### src/rtl/pipelined_csel_adder.sv
// Pipelined carry-select adder/subtractor: one BLK-bit block resolved per stage,
// valid/ready handshake with a global stall (no bubble collapsing).
module pipelined_csel_adder #(
    parameter int WIDTH = 16,
    parameter int BLK   = 4
) (
    input  logic             clk,
    input  logic             rst_n,
    input  logic             in_valid,
    output logic             in_ready,
    input  logic [WIDTH-1:0] a,
    input  logic [WIDTH-1:0] b,
    input  logic             cin,
    input  logic             sub,
    output logic             out_valid,
    input  logic             out_ready,
    output logic [WIDTH-1:0] sum,
    output logic             cout,
    output logic             ovf
);
    localparam int NSTG = WIDTH / BLK;

    logic adv;

    // Per-stage registers: operands carried forward, resolved sum bits, block carry, valid
    logic [WIDTH-1:0] a_p   [NSTG];
    logic [WIDTH-1:0] b_p   [NSTG];
    logic [WIDTH-1:0] res_p [NSTG];
    logic             c_p   [NSTG];
    logic             vld_p [NSTG];
    logic             ovf_p;

    logic [WIDTH-1:0] a_i [NSTG];
    logic [WIDTH-1:0] b_i [NSTG];
    logic [WIDTH-1:0] r_i [NSTG];
    logic [WIDTH-1:0] r_n [NSTG];
    logic             c_i [NSTG];
    logic             c_n [NSTG];
    logic [BLK:0]     s0  [NSTG];
    logic [BLK:0]     s1  [NSTG];
    logic             ovf_n;

    function automatic logic [BLK:0] blk_add(input logic [BLK-1:0] x,
                                             input logic [BLK-1:0] y,
                                             input logic           c);
        return {1'b0, x} + {1'b0, y} + {{BLK{1'b0}}, c};
    endfunction

    assign adv      = !vld_p[NSTG-1] || out_ready;
    assign in_ready = adv;

    always_comb begin
        // Subtraction is A + ~B + 1; cin only matters in add mode
        a_i[0] = a;
        b_i[0] = sub ? ~b : b;
        c_i[0] = sub ? 1'b1 : cin;
        r_i[0] = '0;
        for (int k = 1; k < NSTG; k++) begin
            a_i[k] = a_p[k-1];
            b_i[k] = b_p[k-1];
            c_i[k] = c_p[k-1];
            r_i[k] = res_p[k-1];
        end
        for (int k = 0; k < NSTG; k++) begin
            s0[k] = blk_add(a_i[k][k*BLK +: BLK], b_i[k][k*BLK +: BLK], 1'b0);
            s1[k] = blk_add(a_i[k][k*BLK +: BLK], b_i[k][k*BLK +: BLK], 1'b1);
            r_n[k] = r_i[k];
            r_n[k][k*BLK +: BLK] = c_i[k] ? s1[k][BLK-1:0] : s0[k][BLK-1:0];
            c_n[k] = c_i[k] ? s1[k][BLK] : s0[k][BLK];
        end
        // Carry into the MSB is recovered from the MSB sum bit and its operand bits
        ovf_n = a_i[NSTG-1][WIDTH-1] ^ b_i[NSTG-1][WIDTH-1] ^ r_n[NSTG-1][WIDTH-1] ^ c_n[NSTG-1];
    end

    always_ff @(posedge clk or negedge rst_n) begin
        if (!rst_n) begin
            for (int k = 0; k < NSTG; k++) begin
                vld_p[k] <= 1'b0;
                a_p[k]   <= '0;
                b_p[k]   <= '0;
                res_p[k] <= '0;
                c_p[k]   <= 1'b0;
            end
            ovf_p <= 1'b0;
        end else if (adv) begin
            vld_p[0] <= in_valid;
            for (int k = 1; k < NSTG; k++) begin
                vld_p[k] <= vld_p[k-1];
            end
            for (int k = 0; k < NSTG; k++) begin
                a_p[k]   <= a_i[k];
                b_p[k]   <= b_i[k];
                res_p[k] <= r_n[k];
                c_p[k]   <= c_n[k];
            end
            ovf_p <= ovf_n;
        end
    end

    assign out_valid = vld_p[NSTG-1];
    assign sum       = res_p[NSTG-1];
    assign cout      = c_p[NSTG-1];
    assign ovf       = ovf_p;

endmodule

### config.mk
export PLATFORM = sky130hd
export DESIGN_NAME = pipelined_csel_adder
export DESIGN_NICKNAME = d
export VERILOG_FILES = /design/src/rtl/pipelined_csel_adder.sv
export SDC_FILE = /design/constraint.sdc
export NUM_CORES = 1
export LEC_CHECK = 0
export CORE_MARGIN = 8
export CORE_UTILIZATION = 40
export CTS_CLUSTER_DIAMETER = 120
export DETAILED_ROUTE_END_ITERATION = 7
export GPL_ROUTABILITY_DRIVEN = 0
export GPL_TIMING_DRIVEN = 0
export SYNTH_ARGS = -nofsm -noshare
export SYNTH_HDL_FRONTEND = slang
export SYNTH_SLANG_ARGS = --single-unit
### constraint.sdc
create_clock -name clk -period 2.5 [get_ports clk]
set_clock_uncertainty 0.05 [all_clocks]
set_input_delay 0.25 -clock clk [delete_from_list [all_inputs] [get_ports clk]]
set_output_delay 0.25 -clock clk [all_outputs]
set_load 0.02 [all_outputs]
* After elaboration in Yosys (flattened, before gate mapping) *
Index checks and enable logic that the tools add are counted.

word-level totals
  flip-flop bits (word level) = 145
  bits in latches = 0
  bits in writable memories = 0
  bits in read-only memories = 0
  output and inout port bits = 20
  memories kept = 0

cells by class
  add/subtract/negate cells = 8
  multipliers = 0
  divide/modulo/power cells = 0
  magnitude comparators = 0
  equal/unequal tests = 0
  shift-type cells = 0
  muxes and demuxes = 10
  bitwise operators = 4
  reduce and logical (&&, ||, !) cells = 2

operators with widths
  cell                                          count
  adder 4 x 4 -> 5 bit                          4
  adder 5 x 1 -> 5 bit (second input constant)  4
  two-way mux 16 bit                            1
  two-way mux 4 bit                             4
  NOT 16 bit                                    1
  two-way mux 1 bit                             5
  bitwise XOR 1 bit                             3
  zero test 1 bit                               1
  logical OR 1 bit                              1

* Logic depth before layout (Yosys ltp) *
Gate-level depths: netlist (run 1).

  depth in word-level cells = 5
  gate-level depth with buffers = 12
  mapped depth without buffers = 10

* Worst setup path after synthesis (run 1) *
OpenSTA, ideal clock, no wires.

  path kind = input port to flip-flop
  start = input sub
  end = register c_p (netlist bit c_i[2])
  library setup time = 0.095 ns
  arrival time = 2.357 ns
  data required time = 2.355 ns
  path slack = -0.002 ns
  cell stages on the path = 12
  buffers on the path = 2
  path through = buf_2 > buf_2 > xor2_1 > ha_1 > inv_1 > fa_1 > inv_1 > ha_1 > o21ai_0 > nor2_1 > and3_1 > o31ai_1

on the way
  longest elaborated chain between the ends = 4
  elaborated cells on any way between the ends = 5
  those cells by class = add/sub: 2; mux: 3

ends and longest elaborated chain
  item                             RTL line  RTL
  from (decl)                      14        input logic sub,
  two-way mux 16 bit               55        b_i[0] = sub ? ~b : b;
  adder 4 x 4 -> 5 bit             46        return {1'b0, x} + {1'b0, y} + {{BLK{1'b0}}, c};
  adder 5 x 1 -> 5 bit             46
  two-way mux 1 bit *              69        c_n[k] = c_i[k] ? s1[k][BLK] : s0[k][BLK];
  to (signal, indexed assignment)  94        c_p[k] <= c_n[k];
  to (decl)                        29        logic c_p [NSTG];

Every way passes the cells marked *; elsewhere a longest branch is shown, timed or not.
A chain may end at the register's enable or synchronous reset.

* Worst setup path after layout (run 1) *
  start = register a_p (netlist bit a_i[12])
  end = register ovf_p, in the netlist ovf

on the way
  longest elaborated chain between the ends = 5
  elaborated cells on any way between the ends = 6
  those cells by class = add/sub: 2; mux: 2; bitwise: 2

ends and longest elaborated chain
  item                               RTL line  RTL
  from (decl)                        26        logic [WIDTH-1:0] a_p [NSTG];
  from (signal, indexed assignment)  91        a_p[k] <= a_i[k];
  adder 4 x 4 -> 5 bit *             46
  adder 5 x 1 -> 5 bit               46
  two-way mux 4 bit                  68        r_n[k][k*BLK +: BLK] = c_i[k] ? s1[k][BLK-1:0] : s0[k][BLK-1:0];
  bitwise XOR 1 bit                  72        ovf_n = a_i[NSTG-1][WIDTH-1] ^ b_i[NSTG-1][WIDTH-1] ^ r_n[NSTG-1][WIDTH-1] ^ c_n[NSTG-1];
  bitwise XOR 1 bit *                72
  to (signal assigned)               96        ovf_p <= ovf_n;
  to (decl)                          31        logic ovf_p;

Marked as above.

==> results of run 1 <==
## cells in the mapped netlist
| cell type | number | area (sq um) |
|---|---|---|
| a21o_1 | 8 | 60.06 |
| and3_1 | 1 | 6.260 |
| a211oi_2 | 1 | 12.51 |
| a2111oi_4 | 1 | 27.53 |
| nand4_1 | 3 | 18.77 |
| and2_1 | 1 | 6.260 |
| nand2b_1 | 2 | 12.51 |
| dfrtp_1 | 97 | 2427 |
| a2111oi_2 | 1 | 15.01 |
| xnor2_2 | 2 | 32.53 |
| nand2_1 | 215 | 807.0 |
| clkbuf_1 | 12 | 45.04 |
| nor3_2 | 1 | 10.01 |
| o31ai_1 | 1 | 7.510 |
| mux2i_1 | 3 | 30.03 |
| nor2_1 | 15 | 56.30 |
| ha_1 | 20 | 250.2 |
| xor2_1 | 10 | 87.58 |
| buf_1 | 9 | 33.78 |
| buf_2 | 4 | 20.02 |
| o21ai_0 | 22 | 110.1 |
| nor4b_1 | 3 | 26.28 |
| o311ai_1 | 1 | 8.760 |
| nor4_1 | 1 | 6.260 |
| nor3_1 | 3 | 15.01 |
| nand3_1 | 4 | 20.02 |
| a21oi_1 | 16 | 80.08 |
| a41oi_1 | 2 | 17.52 |
| o21a_1 | 1 | 7.510 |
| a21o_2 | 1 | 8.760 |
| o211a_1 | 1 | 10.01 |
| nor2b_1 | 2 | 12.51 |
| nor3b_1 | 1 | 7.510 |
| o21ai_1 | 1 | 5.000 |
| inv_1 | 4 | 15.01 |
| xnor2_1 | 22 | 192.7 |
| fa_1 | 4 | 80.08 |
| inv_2 | 1 | 3.750 |
## report_power, final
group,internal [W],switching (W)
Clock,0.000831,0.000601
Sequential,0.00228,0.000396
Combinational,0.00142,0.00188
## final timing paths
kind / from / end / depth (start not counted)
setup reg to reg: a_i[12] / ovf / 8
min in group asynchronous: rst_n / a_i[47] / 2
hold / removal: sub / r_i[34] / 4
hold reg to reg: sum[11] / sum[11] / 2
setup / recovery: a_i[12] / ovf / 8
max in group asynchronous: rst_n / a_i[14] / 3
## flip-flops by register name, summed over array words and instances (netlist names)
signal,flops
vld_p,3
c_i,3
out_valid,1
a_i,24
sum,16
cout,1
ovf,1
b_i,24
r_i,24
## layout by cell type, fill, tap and decap left out, types with 12 or more instances in the layout
master             n
nand2_1          215
dfrtp_1           97
clkdlybuf4s50_1   55
xnor2_1           22
o21ai_0           21
ha_1              19
a21oi_1           16
nor2_1            15
clkbuf_1          12
## cell families after synthesis
| family | synth area share, % |
|---|---|
| flip-flops | 52.85 |
| buffers and inverters | 2.560 |
| multiplexers | 0.6538 |
| XOR/XNOR | 6.810 |
| AO/OA/AOI/OAI | 8.064 |
| adder cells (fa/ha/maj) | 7.192 |
| AND/OR/NAND/NOR | 21.87 |
## stage by stage
| stage | cell area (sq um) | cells | total power (W) |
|---|---|---|---|
| final | 5766 | 718 | 0.007413 |
| after global routing | 5766 | 718 | 0.007997 |
| after CTS | 5695 | 714 | 0.007439 |
| after detailed placement | 5363 | 698 | 0.005969 |
| after global placement | 5345 | 697 | 0.005881 |
| after floorplan | 4596 | 497 | 0.004952 |
## layout make-up
cell class                 count  area share [%]
sequential                    97           42.10
multi-input combinational    370           36.18
timing repair buffer          63           10.94
clock buffer                  12           4.449
tap                          143           3.103
buffer                        24           2.018
clock inverter                 4          0.8898
inverter                       5          0.3255
## critical path, cell delays in order (launching register included)
cell and delay, ns:
dfrtp_1 0.39, ha_1 0.23, fa_1 0.56, ha_1 0.16
nand2_1 0.17, a2111oi_4 0.26, a211oi_2 0.11, nor4_2 0.27
nor3_2 0.08
## layer usage
layer  global-route usage [%]  wire length [um]  vias to the layer above
met3                    2.694               432                       12
li1                         -                 -                     1751
met4                    6.245               199                        0
met1                    18.43              4752                     1695
met2                    23.86              5032                       61
met5                        0                 0                        -
## timing repair
action | in CTS | in global routing
buffers inserted | 0 | 4
pin swaps | 0 | 2
endpoints found under the setup margin | 5 | 5
cloned | 0 | 0
resized for setup | 6 | 7
hold buffers | 1 | 0
hold endpoints to repair | 55 | 0
==> flow_metrics.py, run 1 <==
metrics = {
    "timing": {
        "report.final.slew_viol_count": 0,
        "max_freq_mhz": 416.7,
        "worstMarginPinSlew_ns": 0.7151,
        "min_period_over_period_pct": 96.00,
        "period_minus_slack_ns": 2.400,
        "max-slew-margin-rel_pct": 52.33,
        "tns_ns": 0,
        "setup_slack_ns": 0.1000,
        "hold_slack_ns": 0.3337,
        "finalHoldViolCount": 0,
        "rsz0062_at_grt": "no",
        "finalSetupViolCount": 0,
    },
    "cells_and_area": {
        "multiInputGateArea_sq_mm": 0.002086,
        "drive_above_1_share_pct": 6.609,
        "final_nets": 632,
        "fin_util_pct": 50.93,
        "final-seq-area_sq_mm": 0.002427,
        "diodes": 0,
        "nFillCells": 1060,
        "area.growth.synth_to_final_pct": 25.52,
    },
    "outcome": {
        "status": "finished, final reports clean",
    },
    "cts": {
        "cts_tree": "built",
        "clkTransAtPathRegs_ns": 0.07,
        "h-tree-depth": 3,
        "cts_buffers": 9,
        "clkSinkCount": 97,
        "clk_latency_ns": 0.34,
        "cts_buffer_depth": 2,
        "cts_root_buf": "clkbuf_16",
    },
    "setup_path": {
        "cp-start-kind": "register",
        "end_kind": "register",
        "r2r_setup_slack_ns": 0.10,
        "critPathMaxFanout": 4,
        "worstPathRequired_ns": 2.67,
        "crit_type": "reg -> reg",
        "critPathArrivalTime_ns": 2.57,
    },
    "global_route": {
        "antenna_found_initial": 0,
        "grt_max_degree": 57,
        "grt_use_total_pct": 14.52,
        "gr-total-overflow": 0,
        "grt_pass1_wl_um": 17270,
        "grt_pass1_vias": 3600,
    },
    "die": {
        "core_sq_mm": 0.01132,
        "io_pins": 58,
        "die_area_sq_mm": 0.01517,
        "row_count": 39,
        "start_util_pct": 40.57,
        "die_x_um": 123.2,
        "die_height_um": 123.2,
    },
    "route": {
        "vias": 3519,
        "drcViolationCount": 0,
        "wl_um": 10420,
        "dr.first_iter.drc_count": 172,
        "routed_via_density": 4.901,
        "ant_nets": 0,
        "first_pass_iters": 4,
        "wl_per_cell_um": 14.51,
    },
    "synthesis": {
        "netlist_area_sq_mm": 0.004593,
        "seq_area_frac_synth_pct": 52.85,
        "yosysWarningCount": 0,
        "synth-seq-cells": 97,
        "synth_cell_types": 38,
        "synthCells": 497,
        "avgSynthCellArea_sq_um": 9.242,
        "syn_nets": 559,
    },
    "placed_design": {
        "portBuffers": 57,
        "detailed_place_hpwl_um": 7485,
        "pre_cts_slack_ns": -0.7274,
    },
    "hold_path": {
        "hold_class": "in -> reg",
    },
    "power_and_ir_drop": {
        "power.leakage_nw": 2.758,
        "max-vdd-ir-drop_v": 0.0005218,
        "p_per_area_mw_per_mm2": 1286,
    },
    "job": {
        "maxCapViolations": 0,
    },
}
Note: power is estimated with default switching activity, not from simulation.
==> inputs of run 2 (changes only) <==
--- a/config.mk
+++ b/config.mk
@@ -5,7 +5,7 @@
 export SDC_FILE = /design/constraint.sdc
 export NUM_CORES = 1
 export LEC_CHECK = 0
-export CORE_MARGIN = 8
+export CORE_ASPECT_RATIO = 0.5
 export CORE_UTILIZATION = 40
 export CTS_CLUSTER_DIAMETER = 120
 export DETAILED_ROUTE_END_ITERATION = 7
@@ -14,3 +14,4 @@
 export SYNTH_ARGS = -nofsm -noshare
 export SYNTH_HDL_FRONTEND = slang
 export SYNTH_SLANG_ARGS = --single-unit
+export TNS_END_PERCENT = 1
==> flow_metrics.py, run 2 (synthesized netlist as in run 1, its figures left out) <==
metrics = {
    "outcome": {
        "status": "finished, final reports clean",
    },
    "hold_path": {
        "min_path_cells": 4,
        "hold_class": "in -> reg",
        "hold-path-endpoint": "r_i[34]",
        "min_from": "sub",
    },
    "cells_and_area": {
        "nFillCells": 1063,
        "final-seq-area_sq_mm": 0.002427,
        "final_nets": 629,
        "final_cell_mix": "nand2_1 (215), dfrtp_1 (97), clkdlybuf4s50_1 (55)",
        "multiInputGateArea_sq_mm": 0.002076,
        "drive_above_1_share_pct": 5.944,
        "diodes": 0,
        "area.growth.synth_to_final_pct": 24.63,
        "final_common_cell": "nand2_1",
        "stdcell_area_sq_mm": 0.005724,
    },
    "setup_path": {
        "end_kind": "register",
        "rr_worst_depth": 8,
        "r2r_setup_slack_ns": 0.11,
        "critPathArrivalTime_ns": 2.58,
        "reg2reg_from": "a_i[12]",
        "crit_type": "reg -> reg",
        "worstPathRequired_ns": 2.68,
        "r2r_end": "ovf",
        "cp-start-kind": "register",
        "critPathMaxFanout": 4,
    },
    "timing": {
        "max_freq_mhz": 417.6,
        "min_period_over_period_pct": 95.78,
        "worstMarginPinSlew_ns": 0.6338,
        "max-slew-margin-rel_pct": 57.75,
        "setup_slack_ns": 0.1056,
        "period_minus_slack_ns": 2.394,
        "finalSetupViolCount": 0,
        "hold_slack_ns": 0.3440,
        "rsz0062_at_grt": "no",
        "finalHoldViolCount": 0,
        "report.final.slew_viol_count": 0,
    },
    "die": {
        "die_area_sq_mm": 0.01194,
        "die_x_um": 153.5,
        "die_height_um": 77.77,
        "io_pins": 58,
        "row_count": 27,
        "start_util_pct": 41.45,
        "core_sq_mm": 0.01108,
    },
    "route": {
        "drcViolationCount": 0,
        "first_pass_iters": 4,
        "vias": 3437,
        "dr.first_iter.drc_count": 128,
        "wl_per_cell_um": 13.90,
        "routed_via_density": 4.794,
        "wl_um": 9966,
        "ant_nets": 0,
    },
    "placed_design": {
        "placed_cell_area_sq_mm": 0.005373,
        "detailed_place_hpwl_um": 7241,
        "pre_cts_slack_ns": -0.7183,
        "portBuffers": 57,
    },
    "cts": {
        "h-tree-depth": 3,
        "cts_buffers": 9,
        "clkSinkCount": 97,
        "clkTransAtPathRegs_ns": 0.08,
        "cts_buffer_depth": 2,
        "clk_latency_ns": 0.35,
        "cts_root_buf": "clkbuf_16",
        "cts_tree": "built",
    },
    "global_route": {
        "antenna_found_initial": 0,
        "grt_pass1_vias": 3352,
        "gr-total-overflow": 0,
        "grt_pass1_wl_um": 17080,
        "grt_use_total_pct": 18.43,
        "grt_max_degree": 50,
    },
    "power_and_ir_drop": {
        "power.leakage_nw": 2.741,
        "p_per_area_mw_per_mm2": 1283,
        "max-vdd-ir-drop_v": 0.0004605,
    },
    "job": {
        "maxCapViolations": 0,
    },
}
==> run 2: cell count changes in the layout (fill, tap and decap cells not counted), moves of 2 or more <==
cell      before  now
buf_4          5    2
clkbuf_8       2    0
clkinv_4       1    4
inv_6          0    2
==> run 2: timing repair <==
action | CTS | global route
gates resized for setup | 6 | 5
endpoints found under the hold margin | 48 | 0
setup endpoints to repair | 5 | 5
setup buffers | 0 | 1
hold buffers | 1 | 0
pin swaps | 0 | 1
==> run 2: final cells by class <==
class,count,share of cell area (%)
flip-flops and latches,97,42.40
multi-input cells,370,36.26
repair buffers,60,10.75
clock buffers,9,3.934
well taps,145,3.169
plain buffers,24,2.033
clock inverters,7,1.115
inverters,5,0.3279
==> run 2: worst max-delay path: stages, from the launching register on <==
cell      delay (ns)
dfrtp_1         0.39
ha_1            0.23
fa_1            0.50
ha_1            0.22
nand2_1         0.24
nor3b_2         0.09
a211oi_2        0.33
o211a_1         0.20
nor3_2          0.04
==> run 2: stage by stage <==
stage	util, %	TNS, ns	instances	power (W)
floorplan	-	0	497	0.004952
global placement	48.26	-252.05	699	0.005918
detailed placement	48.49	-2.621	700	0.006008
CTS	51.32	-0.1155	716	0.007369
global route	51.66	0	717	0.007971
finish	51.66	0	717	0.007345
==> run 2: worst max path at each step <==
stage | end | start | cells past startpoint | slack, ns
detailed placement | c_i[2] | sub | 13 | -0.72
global placement | r_i[35] | rst_n | 1 | -2.58
global route | ovf | a_i[12] | 8 | 0.003
floorplan | c_i[2] | sub | 12 | 0.07
CTS | c_i[2] | sub | 13 | -0.12
finish | ovf | a_i[12] | 8 | 0.11
==> run 2: report_power, final <==
group | leakage (nW) | switching (W) | internal [W]
Clock | 0.142 | 0.000650 | 0.000696
Combinational | 1.43 | 0.00189 | 0.00142
Sequential | 1.17 | 0.000404 | 0.00228
==> run 2: routing by layer <==
layer / part of all wire [%] / up-vias / routed length (um) / track usage, %
met5: 0 / - / 0 / 0
met3: 3.5 / 5 / 353 / 4.134
li1: - / 1744 / - / -
met1: 50 / 1641 / 4972 / 25.73
met2: 46 / 47 / 4588 / 29.09
met4: 0.51 / 0 / 51 / 4.500
==> inputs of run 3 (changes only) <==
--- a/config.mk
+++ b/config.mk
@@ -11,6 +11,7 @@
 export DETAILED_ROUTE_END_ITERATION = 7
 export GPL_ROUTABILITY_DRIVEN = 0
 export GPL_TIMING_DRIVEN = 0
+export PLACE_DENSITY_LB_ADDON = 0.1
 export SYNTH_ARGS = -nofsm -noshare
 export SYNTH_HDL_FRONTEND = slang
 export SYNTH_SLANG_ARGS = --single-unit
==> flow_metrics.py, run 3 (synthesized netlist as in run 1, its figures left out) <==
metrics = {
    "route": {
        "top_layer_used": "met4",
        "dr_wl_met2_um": 4514,
        "wl_met3_um": 475,
        "drt-met1-wl_um": 5590,
        "drcViolationCount": 0,
        "routed_via_density": 4.877,
        "wl_um": 10760,
        "wl_per_cell_um": 15.01,
        "first_pass_iters": 4,
        "ant_nets": 0,
        "vias": 3497,
        "dr.first_iter.drc_count": 191,
    },
    "cts": {
        "cts_tree": "built",
        "cts_buffer_depth": 2,
        "h-tree-depth": 3,
        "clk_latency_ns": 0.34,
        "cts_buffers": 9,
        "clkTransAtPathRegs_ns": 0.07,
        "clkSinkCount": 97,
        "cts_root_buf": "clkbuf_16",
    },
    "hold_path": {
        "hold_class": "in -> async",
    },
    "timing": {
        "rsz0062_at_grt": "yes",
        "tns_ns": 0,
        "min_period_over_period_pct": 97.03,
        "finalHoldViolCount": 0,
        "max-slew-margin-rel_pct": 52.77,
        "setup_slack_ns": 0.07423,
        "period_minus_slack_ns": 2.426,
        "report.final.slew_viol_count": 0,
        "max_freq_mhz": 412.2,
        "finalSetupViolCount": 0,
        "worstMarginPinSlew_ns": 0.7084,
    },
    "setup_path": {
        "reg2reg_from": "a_i[12]",
        "rr_worst_depth": 8,
        "critPathMaxFanout": 4,
        "r2r_setup_slack_ns": 0.07,
        "critPathArrivalTime_ns": 2.60,
        "critPathCapture": "ovf",
        "setup.worst_path.start": "a_i[12]",
        "r2r_end": "ovf",
        "cp-start-kind": "register",
        "end_kind": "register",
        "worstPathRequired_ns": 2.67,
        "crit_type": "reg -> reg",
    },
    "global_route": {
        "grt_use_total_pct": 19.80,
        "grt_max_degree": 63,
        "gr-total-overflow": 0,
        "antenna_found_initial": 0,
        "grt_pass1_vias": 3463,
        "grt_pass1_wl_um": 17960,
    },
    "placed_design": {
        "placed_cell_area_sq_mm": 0.005373,
        "detailed_place_hpwl_um": 7449,
        "portBuffers": 57,
        "dp_cells": 700,
        "pre_cts_slack_ns": -0.7521,
    },
    "power_and_ir_drop": {
        "max-vdd-ir-drop_v": 0.0004426,
        "p_sw_share_pct": 38.41,
        "p_per_area_mw_per_mm2": 1316,
        "p_sw_w": 0.002917,
        "combPwrFrac_pct": 43.8,
        "seqPwrFrac_pct": 35.3,
        "power.leakage_nw": 2.762,
        "power.internal_w": 0.004678,
        "pwr-share-clk_pct": 20.8,
    },
    "die": {
        "die_area_sq_mm": 0.01194,
        "die_x_um": 153.5,
        "start_util_pct": 41.45,
        "die_height_um": 77.77,
        "io_pins": 58,
        "row_count": 27,
        "core_sq_mm": 0.01108,
    },
    "cells_and_area": {
        "stdcell_area_sq_mm": 0.005769,
        "diodes": 0,
        "final_cell_mix": "nand2_1 (215), dfrtp_1 (97), clkdlybuf4s50_1 (55)",
        "fin_util_pct": 52.07,
        "drive_above_1_share_pct": 6.119,
        "area.growth.synth_to_final_pct": 25.61,
        "final_common_cell": "nand2_1",
        "fin_cells": 717,
        "final_nets": 629,
    },
    "job": {
        "maxCapViolations": 0,
    },
    "outcome": {
        "status": "finished, final reports clean",
    },
}
run 3: worst min path at each step:
stage                          end  depth (start not counted)
after global routing       a_i[44]                          3
after floorplan            a_i[12]                          0
after detailed placement   sum[14]                          1
after CTS                  sum[14]                          2
after global placement    vld_p[1]                          2
final                      sum[14]                          2
run 3: power groups by stage:
stage / clock [W] / sequential (W) / combinational, W
after global routing: 0.00167 / 0.00277 / 0.00377
after detailed placement: 0 / 0.00271 / 0.00330
after global placement: 0 / 0.00270 / 0.00325
after CTS: 0.00162 / 0.00269 / 0.00334
after floorplan: 0 / 0.00281 / 0.00215
final: 0.00158 / 0.00268 / 0.00333
run 3: layout make-up:
class / instances / area (sq um)
fillers: 1047 / 5311
flip-flops and latches: 97 / 2427
multi-input cells: 370 / 2068
repair buffers: 60 / 615.6
clock buffers: 9 / 225.2
well taps: 145 / 181.4
clock inverters: 7 / 116.4
plain buffers: 24 / 116.4
inverters: 5 / 18.77
run 3: repair_timing:
item                                   in CTS  in global routing
pin swaps                                   0                  0
gates resized for setup                     6                  5
endpoints found under the hold margin      35                  0
hold buffers                                1                  0
buffers inserted                            0                  1
setup endpoints to repair                   5                  6
run 3: per-stage QoR:
step                      hold WS (ns)  power [W]
final                           0.3600   0.007595
after global routing            0.3814   0.008206
after CTS                       0.3793   0.007646
after detailed placement        0.2091   0.006017
after global placement          0.3926   0.005946
after floorplan               -0.09559   0.004952
run 3: layer usage:
metal | vias up | GRT usage [%]
met3 | 15 | 4.246
met4 | 0 | 6.600
met1 | 1675 | 29.41
li1 | 1741 | -
met5 | - | 0
met2 | 66 | 28.36
run 3: critical path: stages (launching register included):
cell and delay (ns):
dfrtp_1 0.40, ha_1 0.23, fa_1 0.55, ha_1 0.16, nand2_1 0.15, nor3b_1 0.28, a211oi_2 0.14, nor4_2 0.28
nor3_2 0.08
==> patch, RTL diff (config.mk and constraints of run 1) <==
`BLK`: 4 -> 8.
--- a/src/rtl/pipelined_csel_adder.sv
+++ b/src/rtl/pipelined_csel_adder.sv
@@ -2,7 +2,7 @@
 // valid/ready handshake with a global stall (no bubble collapsing).
 module pipelined_csel_adder #(
     parameter int WIDTH = 16,
-    parameter int BLK   = 4
+    parameter int BLK   = 8
 ) (
     input  logic             clk,
     input  logic             rst_n,
Check against the original RTL: not equivalent (Yosys sat finds a counterexample within 4 cycles, from zero or initial values and one cycle with rst_n low).
==> patch against run 1 <==
The run now ends with setup timing left. Final area fell by 30%. Via count fell by 36%. Power decreased by 56%. Fmax is 14% lower. Sequential cell count down 52. Worst setup slack lost 0.39 ns. Hold slack gained 0.049 ns. Synthesized area down 39%. Routed wire length decreased by 36%.
==> patch: results (changes against run 1) <==
stage,metric,value,unit,change
min_path,class of the worst hold path,input pin to async pin,,
route,via count,2269,,-36%
place,Post-DP HPWL,4980,um,-34%
sta,Final Hold Slack,0.383,ns,+0.0490 ns
logic_synthesis,most frequent cells after synthesis,"45 x sky130_fd_sc_hd__dfrtp_1, 34 x sky130_fd_sc_hd__nor2_1, 28 x sky130_fd_sc_hd__a21oi_1",,
route,Initial DRC Count,53,,-69%
worst_setup_path,Max Fanout on Critical Path,3,,-1
sta,Setup TNS Final,-0.737,ns,-0.737 ns
worst_setup_path,launching instance or port of the critical path,a_i[8],,
clocking,Post CTS Setup Buffer Count,17,,+17
clocking,"Gates resized, CTS repair",26,,+20
sta,Worst-Margin Slew,0.628,ns,-0.0871 ns
finish,fraction of layout cells with a size suffix above 1,22.8,%,+16 points
finish,non-filler instance count after layout,460,,-36%
power,Peak VDD IR,0.265,mV,-49%
power,Logic pwr share,53.7,%,+9.1 points
logic_synthesis,number of standard cells after synthesis,273,,-45%
global_routing,vias in the first global route,2365,,-34%
power,internal power consumption,2.03,mW,-55%
run_status,failing checks,setup timing,,
global_routing,Global Route met1 Usage,17.9,%,-0.55 points
finish,Layout fillers,599,,-43%
route,met1 WL,3190,um,-33%
clocking,clock insertion delay at the later pin of the skew report,0.29,ns,-0.05 ns
clocking,CTS H-tree depth,2,,-1
global_routing,global-route wire length before repair,11200,um,-35%
global_routing,met3 routing resource usage after global routing,3.42,%,+0.73 points
global_routing,overall global routing resource usage,14.0,%,-0.55 points
global_routing,number of antenna violations at the first check in global routing,0,,unchanged
logic_synthesis,"Distinct cells, synth",44,,+16%
clocking,number of buffers created by CTS,5,,-4
place,placed cell areas,3590,sq um,-33%
logic_synthesis,"Seq/Total Area, Yosys",40.1,%,-13 points
logic_synthesis,total nets after synthesis,331,,-41%
sta,setup slack of the critical path after layout,-0.292,ns,-0.392 ns
route,DR WL met2,3140,um,-38%
finish,Final Net Count,421,,-33%
run_status,outcome,"finished, violations left",,
worst_setup_path,CP peak stage delay,0.58,ns,+0.02 ns
clocking,master cell of the clock root buffer,sky130_fd_sc_hd__clkbuf_8,,
power,static leakage,1.66,nW,-40%
place,Post-Place Setup Slack,-1.17,ns,-0.444 ns
sta,total of endpoints with negative setup slack in the final report,4,,+4
global_routing,maximum number of pins on one net before global-route repair,29,,-49%
place,instance count after placement with tap cells included,427,,-39%
worst_setup_path,CP arrival,2.92,ns,+0.35 ns
global_routing,global routing met2 resource utilization,22.4,%,-1.4 points
worst_setup_path,worst-path cell with the longest stage delay,sky130_fd_sc_hd__or4_4,,
power,clock share of power,13.5,%,-5.8 points
route,routed length per placed instance,14.6,um,+0.55%
logic_synthesis,Area contributors post-synth,"sky130_fd_sc_hd__dfrtp_1 40%, sky130_fd_sc_hd__ha_1 8.0%, sky130_fd_sc_hd__mux2_2 8.0%, sky130_fd_sc_hd__xor2_1 6.2%, sky130_fd_sc_hd__xnor2_1 5.9%",,
[patch: cell families (layout without fill, tap and decap cells)]
group,Yosys count,in the layout,synth area share (%)
adder cells (fa/ha/maj),20,20,9.45
flip-flops,45,45,40.1
multiplexers,21,21,8.38
AND/OR/NAND/NOR,60,60,10.6
buffers and inverters,20,111,2.99
XOR/XNOR,39,39,12.2
AO/OA/AOI/OAI,68,68,16.3
[patch: area by class of cell]
cell class / count / area (sq um) / share of cell area (%)
buffer: 11 / 68.8 / 1.72
clock buffer: 7 / 76.3 / 1.90
clock inverter: 1 / 7.51 / 0.187
inverter: 7 / 26.3 / 0.655
multi-input combinational: 208 / 1780 / 44.5
sequential: 45 / 1130 / 28.1
tap: 96 / 120 / 3.00
timing repair buffer: 85 / 800 / 19.9
[patch: how the worst min path moves through the flow]
stage / end / cells past startpoint
after floorplan: a_i[10] / 0
after global placement: out_valid / 1
after detailed placement: a_i[12] / 1
after CTS: b_i[11] / 2
after global routing: b_i[11] / 2
final: a_i[12] / 2
